==> src/rtl/pll_phase_stepper.sv <==
// ============================================================================
// Module      : pll_phase_stepper
// Description : PLL dynamic-phase-shift sequencer with absolute/relative
//               stepping, optional clock switch and busy/done/timeout handshake.
// Revision    : 1.0
// ============================================================================
`default_nettype none

module pll_phase_stepper #(
    parameter int PHASE_W          = 8,
    parameter int SCAN_DIV         = 16,
    parameter int STEP_HOLD        = 6,
    parameter int MIN_HALFS        = 8,
    parameter int TIMEOUT_HALFS    = 108,
    parameter int ARESET_CYCLES    = 8,
    parameter int CLKSWITCH_CYCLES = 8
) (
    input  logic               clk,
    input  logic               reset,
    input  logic               update,
    input  logic               relative,
    input  logic               pll_clksrc,
    input  logic [2:0]         counter_sel,
    input  logic [PHASE_W-1:0] target_phase,
    input  logic               phase_done,
    output logic               areset,
    output logic               clkswitch,
    output logic [2:0]         phasecounterselect,
    output logic               phaseupdown,
    output logic               phasestep,
    output logic               scanclk,
    output logic               busy,
    output logic               done,
    output logic               timeout_err,
    output logic [PHASE_W-1:0] current_phase,
    output logic [PHASE_W-1:0] steps_taken
);

    localparam int HALF_W    = $clog2(TIMEOUT_HALFS + 1);
    localparam int DIV_W     = (SCAN_DIV > 1) ? $clog2(SCAN_DIV) : 1;
    localparam int PULSE_MAX = (ARESET_CYCLES > CLKSWITCH_CYCLES) ? ARESET_CYCLES : CLKSWITCH_CYCLES;
    localparam int PCNT_W    = (PULSE_MAX > 1) ? $clog2(PULSE_MAX + 1) : 1;

    localparam logic [HALF_W-1:0] c_step_hold   = HALF_W'(STEP_HOLD);
    localparam logic [HALF_W-1:0] c_min_halfs   = HALF_W'(MIN_HALFS);
    localparam logic [HALF_W-1:0] c_timeout     = HALF_W'(TIMEOUT_HALFS);
    localparam logic [DIV_W-1:0]  c_div_last    = DIV_W'(SCAN_DIV - 1);
    localparam logic [PCNT_W-1:0] c_areset_last = PCNT_W'(ARESET_CYCLES - 1);
    localparam logic [PCNT_W-1:0] c_clksw_last  = PCNT_W'(CLKSWITCH_CYCLES - 1);

    typedef enum logic [2:0] {
        ST_IDLE      = 3'd0,
        ST_ARESET    = 3'd1,
        ST_CLKSWITCH = 3'd2,
        ST_SETUP     = 3'd3,
        ST_STEP      = 3'd4,
        ST_FINISH    = 3'd5
    } state_t;

    state_t             r_state;
    logic               r_clksrc;
    logic [2:0]         r_sel;
    logic [PHASE_W-1:0] r_target;
    logic [PHASE_W-1:0] r_remaining;
    logic [DIV_W-1:0]   r_divider;
    logic [HALF_W-1:0]  r_halfs;
    logic [PCNT_W-1:0]  r_pulse_cnt;
    logic               r_pd_meta;
    logic               r_pd_sync;

    logic [PHASE_W:0]   w_diff;
    logic [PHASE_W-1:0] w_abs;
    logic [HALF_W-1:0]  w_halfs_next;
    logic               w_div_wrap;

    // Signed difference in PHASE_W+1 bits; magnitude always fits PHASE_W bits.
    assign w_diff       = {1'b0, r_target} - {1'b0, current_phase};
    assign w_abs        = w_diff[PHASE_W] ? (current_phase - r_target) : (r_target - current_phase);
    assign w_halfs_next = r_halfs + HALF_W'(1);
    assign w_div_wrap   = (r_divider == c_div_last);

    always_ff @(posedge clk or posedge reset) begin
        if (reset) begin
            r_pd_meta <= 1'b0;
            r_pd_sync <= 1'b0;
        end else begin
            r_pd_meta <= phase_done;
            r_pd_sync <= r_pd_meta;
        end
    end

    always_ff @(posedge clk or posedge reset) begin
        if (reset) begin
            r_state            <= ST_IDLE;
            r_clksrc           <= 1'b0;
            r_sel              <= 3'd0;
            r_target           <= '0;
            r_remaining        <= '0;
            r_divider          <= '0;
            r_halfs            <= '0;
            r_pulse_cnt        <= '0;
            areset             <= 1'b0;
            clkswitch          <= 1'b0;
            phasecounterselect <= 3'd0;
            phaseupdown        <= 1'b1;
            phasestep          <= 1'b0;
            scanclk            <= 1'b0;
            busy               <= 1'b0;
            done               <= 1'b0;
            timeout_err        <= 1'b0;
            current_phase      <= '0;
            steps_taken        <= '0;
        end else begin
            done <= 1'b0;
            case (r_state)
                ST_IDLE: begin
                    if (update) begin
                        r_clksrc    <= pll_clksrc;
                        r_sel       <= counter_sel;
                        r_target    <= target_phase;
                        steps_taken <= '0;
                        timeout_err <= 1'b0;
                        busy        <= 1'b1;
                        r_pulse_cnt <= '0;
                        if (relative) begin
                            r_state <= ST_SETUP;
                        end else begin
                            areset  <= 1'b1;
                            r_state <= ST_ARESET;
                        end
                    end
                end

                ST_ARESET: begin
                    if (r_pulse_cnt == c_areset_last) begin
                        areset        <= 1'b0;
                        current_phase <= '0;
                        r_pulse_cnt   <= '0;
                        if (r_clksrc) begin
                            clkswitch <= 1'b1;
                            r_state   <= ST_CLKSWITCH;
                        end else begin
                            r_state   <= ST_SETUP;
                        end
                    end else begin
                        r_pulse_cnt <= r_pulse_cnt + PCNT_W'(1);
                    end
                end

                ST_CLKSWITCH: begin
                    if (r_pulse_cnt == c_clksw_last) begin
                        clkswitch <= 1'b0;
                        r_state   <= ST_SETUP;
                    end else begin
                        r_pulse_cnt <= r_pulse_cnt + PCNT_W'(1);
                    end
                end

                ST_SETUP: begin
                    phaseupdown        <= !w_diff[PHASE_W] && (w_diff != '0);
                    r_remaining        <= w_abs;
                    phasecounterselect <= r_sel;
                    if (w_abs == '0) begin
                        r_state <= ST_FINISH;
                    end else begin
                        scanclk   <= 1'b0;
                        phasestep <= 1'b1;
                        r_divider <= '0;
                        r_halfs   <= '0;
                        r_state   <= ST_STEP;
                    end
                end

                ST_STEP: begin
                    if (w_div_wrap) begin
                        scanclk   <= ~scanclk;
                        r_divider <= '0;
                        r_halfs   <= w_halfs_next;
                        if (w_halfs_next >= c_step_hold) begin
                            phasestep <= 1'b0;
                        end
                        if ((w_halfs_next >= c_min_halfs) && r_pd_sync) begin
                            steps_taken   <= steps_taken + PHASE_W'(1);
                            current_phase <= phaseupdown ? (current_phase + PHASE_W'(1))
                                                         : (current_phase - PHASE_W'(1));
                            r_remaining   <= r_remaining - PHASE_W'(1);
                            if (r_remaining == PHASE_W'(1)) begin
                                r_state <= ST_FINISH;
                            end else begin
                                // Next step restarts the scan clock and hold window.
                                scanclk   <= 1'b0;
                                phasestep <= 1'b1;
                                r_halfs   <= '0;
                            end
                        end else if (w_halfs_next >= c_timeout) begin
                            timeout_err <= 1'b1;
                            phasestep   <= 1'b0;
                            r_state     <= ST_FINISH;
                        end
                    end else begin
                        r_divider <= r_divider + DIV_W'(1);
                    end
                end

                ST_FINISH: begin
                    scanclk   <= 1'b0;
                    phasestep <= 1'b0;
                    done      <= 1'b1;
                    busy      <= 1'b0;
                    r_state   <= ST_IDLE;
                end

                default: begin
                    r_state <= ST_IDLE;
                end
            endcase
        end
    end

endmodule

`default_nettype wire

==> config.mk <==
export PLATFORM = sky130hd
export DESIGN_NAME = pll_phase_stepper
export DESIGN_NICKNAME = d
export VERILOG_FILES = /design/src/rtl/pll_phase_stepper.sv
export SDC_FILE = /design/constraint.sdc
export NUM_CORES = 1
export LEC_CHECK = 0
export ABC_AREA = 1
export CORE_ASPECT_RATIO = 1.5
export CORE_UTILIZATION = 58
export CTS_CLUSTER_DIAMETER = 50
export DETAILED_ROUTE_END_ITERATION = 7
export PLACE_DENSITY = 0.84
export SYNTH_ARGS = -nofsm -noshare
export SYNTH_HDL_FRONTEND = slang
export SYNTH_SLANG_ARGS = --single-unit
==> constraint.sdc <==
create_clock -name clk -period 2.66 [get_ports clk]
set_input_delay 0.665 -clock clk [delete_from_list [all_inputs] [get_ports clk]]
set_output_delay 0.665 -clock clk [all_outputs]
set_load 0.02 [all_outputs]
# Word-level counts from Yosys, hierarchy flattened
# Index checks and enable logic that the tools add are counted.
# totals
elab_cells,146
output_inout_bits,27
reg_bits,67
# op_classes
muxes,63
order_cmp,3
bitwise_logic,1
eq_ne,21
reduce_logical,27
addsub,10
# op_table
operator,n
8-bit two-way mux,10
8-bit one-hot mux with 2 select lines,3
7-bit two-way mux,4
1-bit two-way mux,23
"2-bit != test, second input constant",11
3-bit two-way mux,7
4-bit two-way mux,5
"8-bit by 1-bit adder with 8-bit output, second input constant",2
4-bit AND reduction,4
"8-bit by 1-bit subtractor with 8-bit output, second input constant",2
8-bit subtractor,2
3-bit one-hot mux with 5 select lines,1
7-bit one-hot mux with 2 select lines,1
4-bit one-hot mux with 3 select lines,1
3-bit AND reduction,4
2-bit nonzero test,6
9-bit nonzero test,1
8-bit by 8-bit subtractor with 9-bit output,1
"4-bit by 1-bit adder with 4-bit output, second input constant",2
"8-bit by 1-bit == test with 1-bit output, second input constant",1
8-bit logical NOT,1
1-bit one-hot mux with 2 select lines,4
4-bit one-hot mux with 2 select lines,1
"7-bit by 1-bit adder with 7-bit output, second input constant",1
19 further kinds,27

# Longest topological paths before layout
# depth
word_depth,7
depth_mapped,19

# Worst setup path after synthesis
# OpenSTA, ideal clock, no wires.
# synth_timing
path_kind,register -> register
from,register current_phase[0]
to,register r_halfs[2]
setup_time_ns,0.066
required_time_ns,2.594
period_less_slack_ns,2.295
n_path_buf,0
slack_ns,0.365
path_stages_with_launch,19
t_arrival_ns,2.229
cell_sequence,dfrtp_1 -> inv_1 -> ha_1 -> fa_1 -> inv_1 -> nand2_1 -> nand2_1 -> nand3_1 -> nand2_1 -> nand2_1 -> nand3_1 -> nand2_1 -> nor2_1 -> nand3_2 -> nand2_4 -> nand2_4 -> nand2_4 -> nand2_1 -> nand2_1
# synth_via
elab_chain_len,5
word_cells_on_any_way,7
# synth_lines
item,line,text
"start, declared",35,"output logic [PHASE_W-1:0] current_phase,"
"start signal, assigned",184,current_phase <= phaseupdown ? (current_phase + PHASE_W'(1))
8-bit subtractor / 8-bit by 8-bit subtractor with 9-bit output (equally long branches),"78, 77",
8-bit two-way mux *,78,assign w_abs = w_diff[PHASE_W] ? (current_phase - r_target) : (r_target - current_phase);
8-bit logical NOT *,163,if (w_abs == '0) begin
2-bit != test (no line) *,--,
3-bit AND reduction (no line) *,--,
"end signal, assigned",178,r_halfs <= w_halfs_next;
"end, declared",66,logic [HALF_W-1:0] r_halfs;
# Mark *: on every way between the ends. The rest lies on a longest branch, timed or not.
# A chain may end at the register's enable or synchronous reset.

# Worst setup path after layout
# layout_timing
from,register r_target[0]
to,register r_halfs[6]
# layout_via
elab_chain_len,5
word_cells_on_any_way,7
# layout_lines
item,line,text
"start, declared",63,logic [PHASE_W-1:0] r_target;
"start signal, assigned",120,r_target <= target_phase;
8-bit subtractor / 8-bit by 8-bit subtractor with 9-bit output (equally long branches),"78, 77",
8-bit two-way mux *,78,
8-bit logical NOT *,163,
2-bit != test (no line) *,--,
3-bit AND reduction (no line) *,--,
# Marks and branches as above.

==> reports/results.ini <==
[worst_setup_path]
critical_path_class = reg -> reg
worstPathArrival_ns = 2.71
cp.required_ns = 2.94
crit_top_cell = nand2_1
slowest_stage = dfrtp_1
max_stage_delay_ns = 0.37
endpoint_kind = flip-flop
start_kind = flip-flop
cp_max_fo = 8
crit_chain = inv_1 > ha_1 > fa_2 > inv_1 > nand3_1 > nand2_2 > nand2_2 > nand2_4 > nand2_1 > nand2_1 > nand2_1 > nor2_2 > nand3_2 > nand2_4 > nand2_4 > nand2_4 > nand2_1 > nand2_1

[timing]
rsz0062_at_grt = false
final_hold_viol_count = 0
period_minus_slack_ns = 2.43
fmax_mhz = 411
post-route-period-util_pct = 91.5
finClkSkew_ns = 0.00855
final-setup-viol-count = 0
worst_pin_slew_ns = 0.529
finalWorstSetupSlack_ns = 0.227
tns_ns = 0
maxSlewViolCount = 0
slew_headroom_pct = 64.7

[synthesis]
synth.area.top_cells = dfrtp_1 36%, nand2_1 13%, ha_1 8.1%, inv_1 6.8%, nand3_1 4.6%
synth_flop_cell = dfrtp_1
synth_edf_count = 0
avgSynthCellArea_sq_um = 7.62
synth_seq_cells = 67
async_reset_ff_share_pct = 100
syn-num-nets = 658
syn-cell-area_sq_um = 4630
synth_cell_types = 44
ys_warn_count = 0
yosysTopAreaCell = dfrtp_1
ys_seq_area_share_pct = 36.2
yosysTopAreaCellShare_pct = 35.7
postSynthCellCount = 608

[outcome]
status = finished clean

[final_layout]
final_common_cell = nand2_1
fin_util_pct = 71.3
area_growth_pct = 17.9
drive_gt1_share_pct = 10.9
regArea_sq_um = 1680
multi_input_area_sq_um = 2530
final_cell_mix = 163 x nand2_1, 82 x inv_1, 64 x dfrtp_1, 43 x nand3_1, 43 x clkdlybuf4s50_1
final_nets = 708
n_fill_cell = 582
antennaDiodeCount = 0

[routing]
drc = 0
drt_iter0_drc = 223
first_pass_iters = 5
drtAntennaViolNets = 0
routed_wl_mm = 11.6
vias = 4279
wire_per_inst_um = 15.1
viasPerCell = 5.59

[die]
core_sq_um = 7660
fp.dieH_um = 111
top_level_ports = 44
die_w_um = 75.0
die-area_sq_um = 8350
start_util_pct = 60.4
rows = 39

[power]
vdd_drop_max_uv = 563
p_leak_nw = 2.75
p_clk_share_pct = 52.7
switching_share_pct = 21.8
p_seq_share_pct = 45.1
net-switching-power_mw = 0.494
powerDensity_nw_per_um2 = 415
p_int_mw = 1.77
combPwrFrac_pct = 2.2

[global_route]
grt_start_max_net_pins = 28
grt_pass1_wl_mm = 19.3
grt-ovfl-total = 0
antenna_found_initial = 0
grt_pass1_vias = 4305
track_usage_pct = 30.9

[clock_network]
clock_path_buffers = 2
ctsHoldBuffers = 0
tritoncts = built
clock_sinks = 67
worstSkewPairLatency_ns = 0.34
path_clk_slew_ns = 0.06
cts_buffers = 9
htreeDepth = 3
clockRootBuffer = clkbuf_16

[placement]
dp_hpwl_mm = 8.70
place_ws_ns = 0.194
gp_congestion = 1.04
portBuffers = 43

[hold_path]
min_path_type = reg -> reg

[run]
drv_cap = 0

metal layers:
layer	global-route usage (%)	vias up	wire, um
li1	-	2063	-
met1	33.4	2020	4350
met2	52.3	145	6050
met3	4.80	51	441
met4	22.6	0	737
met5	0	-	0
power groups by stage:
stage | logic (mW) | clock network (mW) | registers (mW)
after floorplan | 0.0149 | 0 | 1.04
after global placement | 0.0502 | 0 | 1.04
after detailed placement | 0.0515 | 0 | 1.04
after CTS | 0.0516 | 1.20 | 1.02
after global routing | 0.0563 | 1.25 | 1.02
final | 0.0505 | 1.19 | 1.02
critical path: cells and delay by family (launching register included):
kind	cells	cell delay, ns
adder cells (fa/ha/maj)	2	0.58
AND/OR/NAND/NOR	14	1.22
flip-flops	1	0.37
buffers and inverters	2	0.19
flip-flops by register name, indices dropped and copies added (netlist names), 3 cells and up:
register,flops
current_phase,8
phasecounterselect,3
r_divider,4
r_halfs,7
r_pulse_cnt,4
r_remaining,8
r_sel,3
r_state,3
r_target,8
steps_taken,8
per-stage QoR:
step           instances  cell area, sq um  power (mW)  hold slack, ns
3_3_place_gp         747              5150        1.09           0.336
2_1_floorplan        608              4630        1.06           0.331
3_5_place_dp         747              5150        1.09           0.337
4_1_cts              763              5440        2.27           0.363
5_1_grt              765              5460        2.32           0.385
6_report             765              5460        2.27           0.362
final cells by class:
class                           instances  share of cell area, %
Inverter                               91                   6.35
Clock buffer                           10                   4.19
Timing Repair Buffer                   48                   8.80
Multi-Input combinational cell        441                   46.4
Tap cell                              102                   2.34
Sequential cell                        67                   30.8
Clock inverter                          6                   1.19
final timing paths:
| path | from | end | slack (ns) | depth (start not counted) |
|---|---|---|---|---|
| max | r_target[0]$_DFFE_PP0P_ | r_halfs[6]$_DFFE_PP0P_ | 0.23 | 18 |
| min | r_pd_meta$_DFF_PP0_ | r_pd_sync$_DFF_PP0_ | 0.36 | 0 |
| max reg2reg | r_target[0]$_DFFE_PP0P_ | r_halfs[6]$_DFFE_PP0P_ | 0.23 | 18 |
| min reg2reg | r_pd_meta$_DFF_PP0_ | r_pd_sync$_DFF_PP0_ | 0.36 | 0 |
| max in group asynchronous | reset | r_divider[1]$_DFFE_PP0P_ | 1.26 | 3 |
| min in group asynchronous | reset | busy$_DFFE_PP0P_ | 0.69 | 2 |
cell usage after synthesis (all sizes together) (2+ instances only):
cell      n
inv      91
nor3     11
o21ai    41
fa        3
nand2   175
nand4     9
nand3b    3
o211ai    6
a21oi    28
o31ai     2
buf       8
xnor2     7
or2       6
nand3    45
nor2     50
o22ai     7
xor2     12
and3      2
dfrtp    66
ha       30
cell families (layout without fill, tap and decap cells):
group                      after synthesis  count (layout)  synth area share (%)
DFF                                     67              67                  36.2
and+or+nand+nor                        301             301                  30.8
xor gates and xnor gates                19              19                  3.59
buffers and inverters                  100             155                  9.16
AOI/OAI and AO/OA                       88              88                  10.8
adders and majority gates               33              33                  9.40
timing repair:
item | in CTS | in global routing
resized for setup | 0 | 4
setup buffers | 0 | 2
setup endpoints to repair | 0 | 13
(Power assumes the default switching activity.)
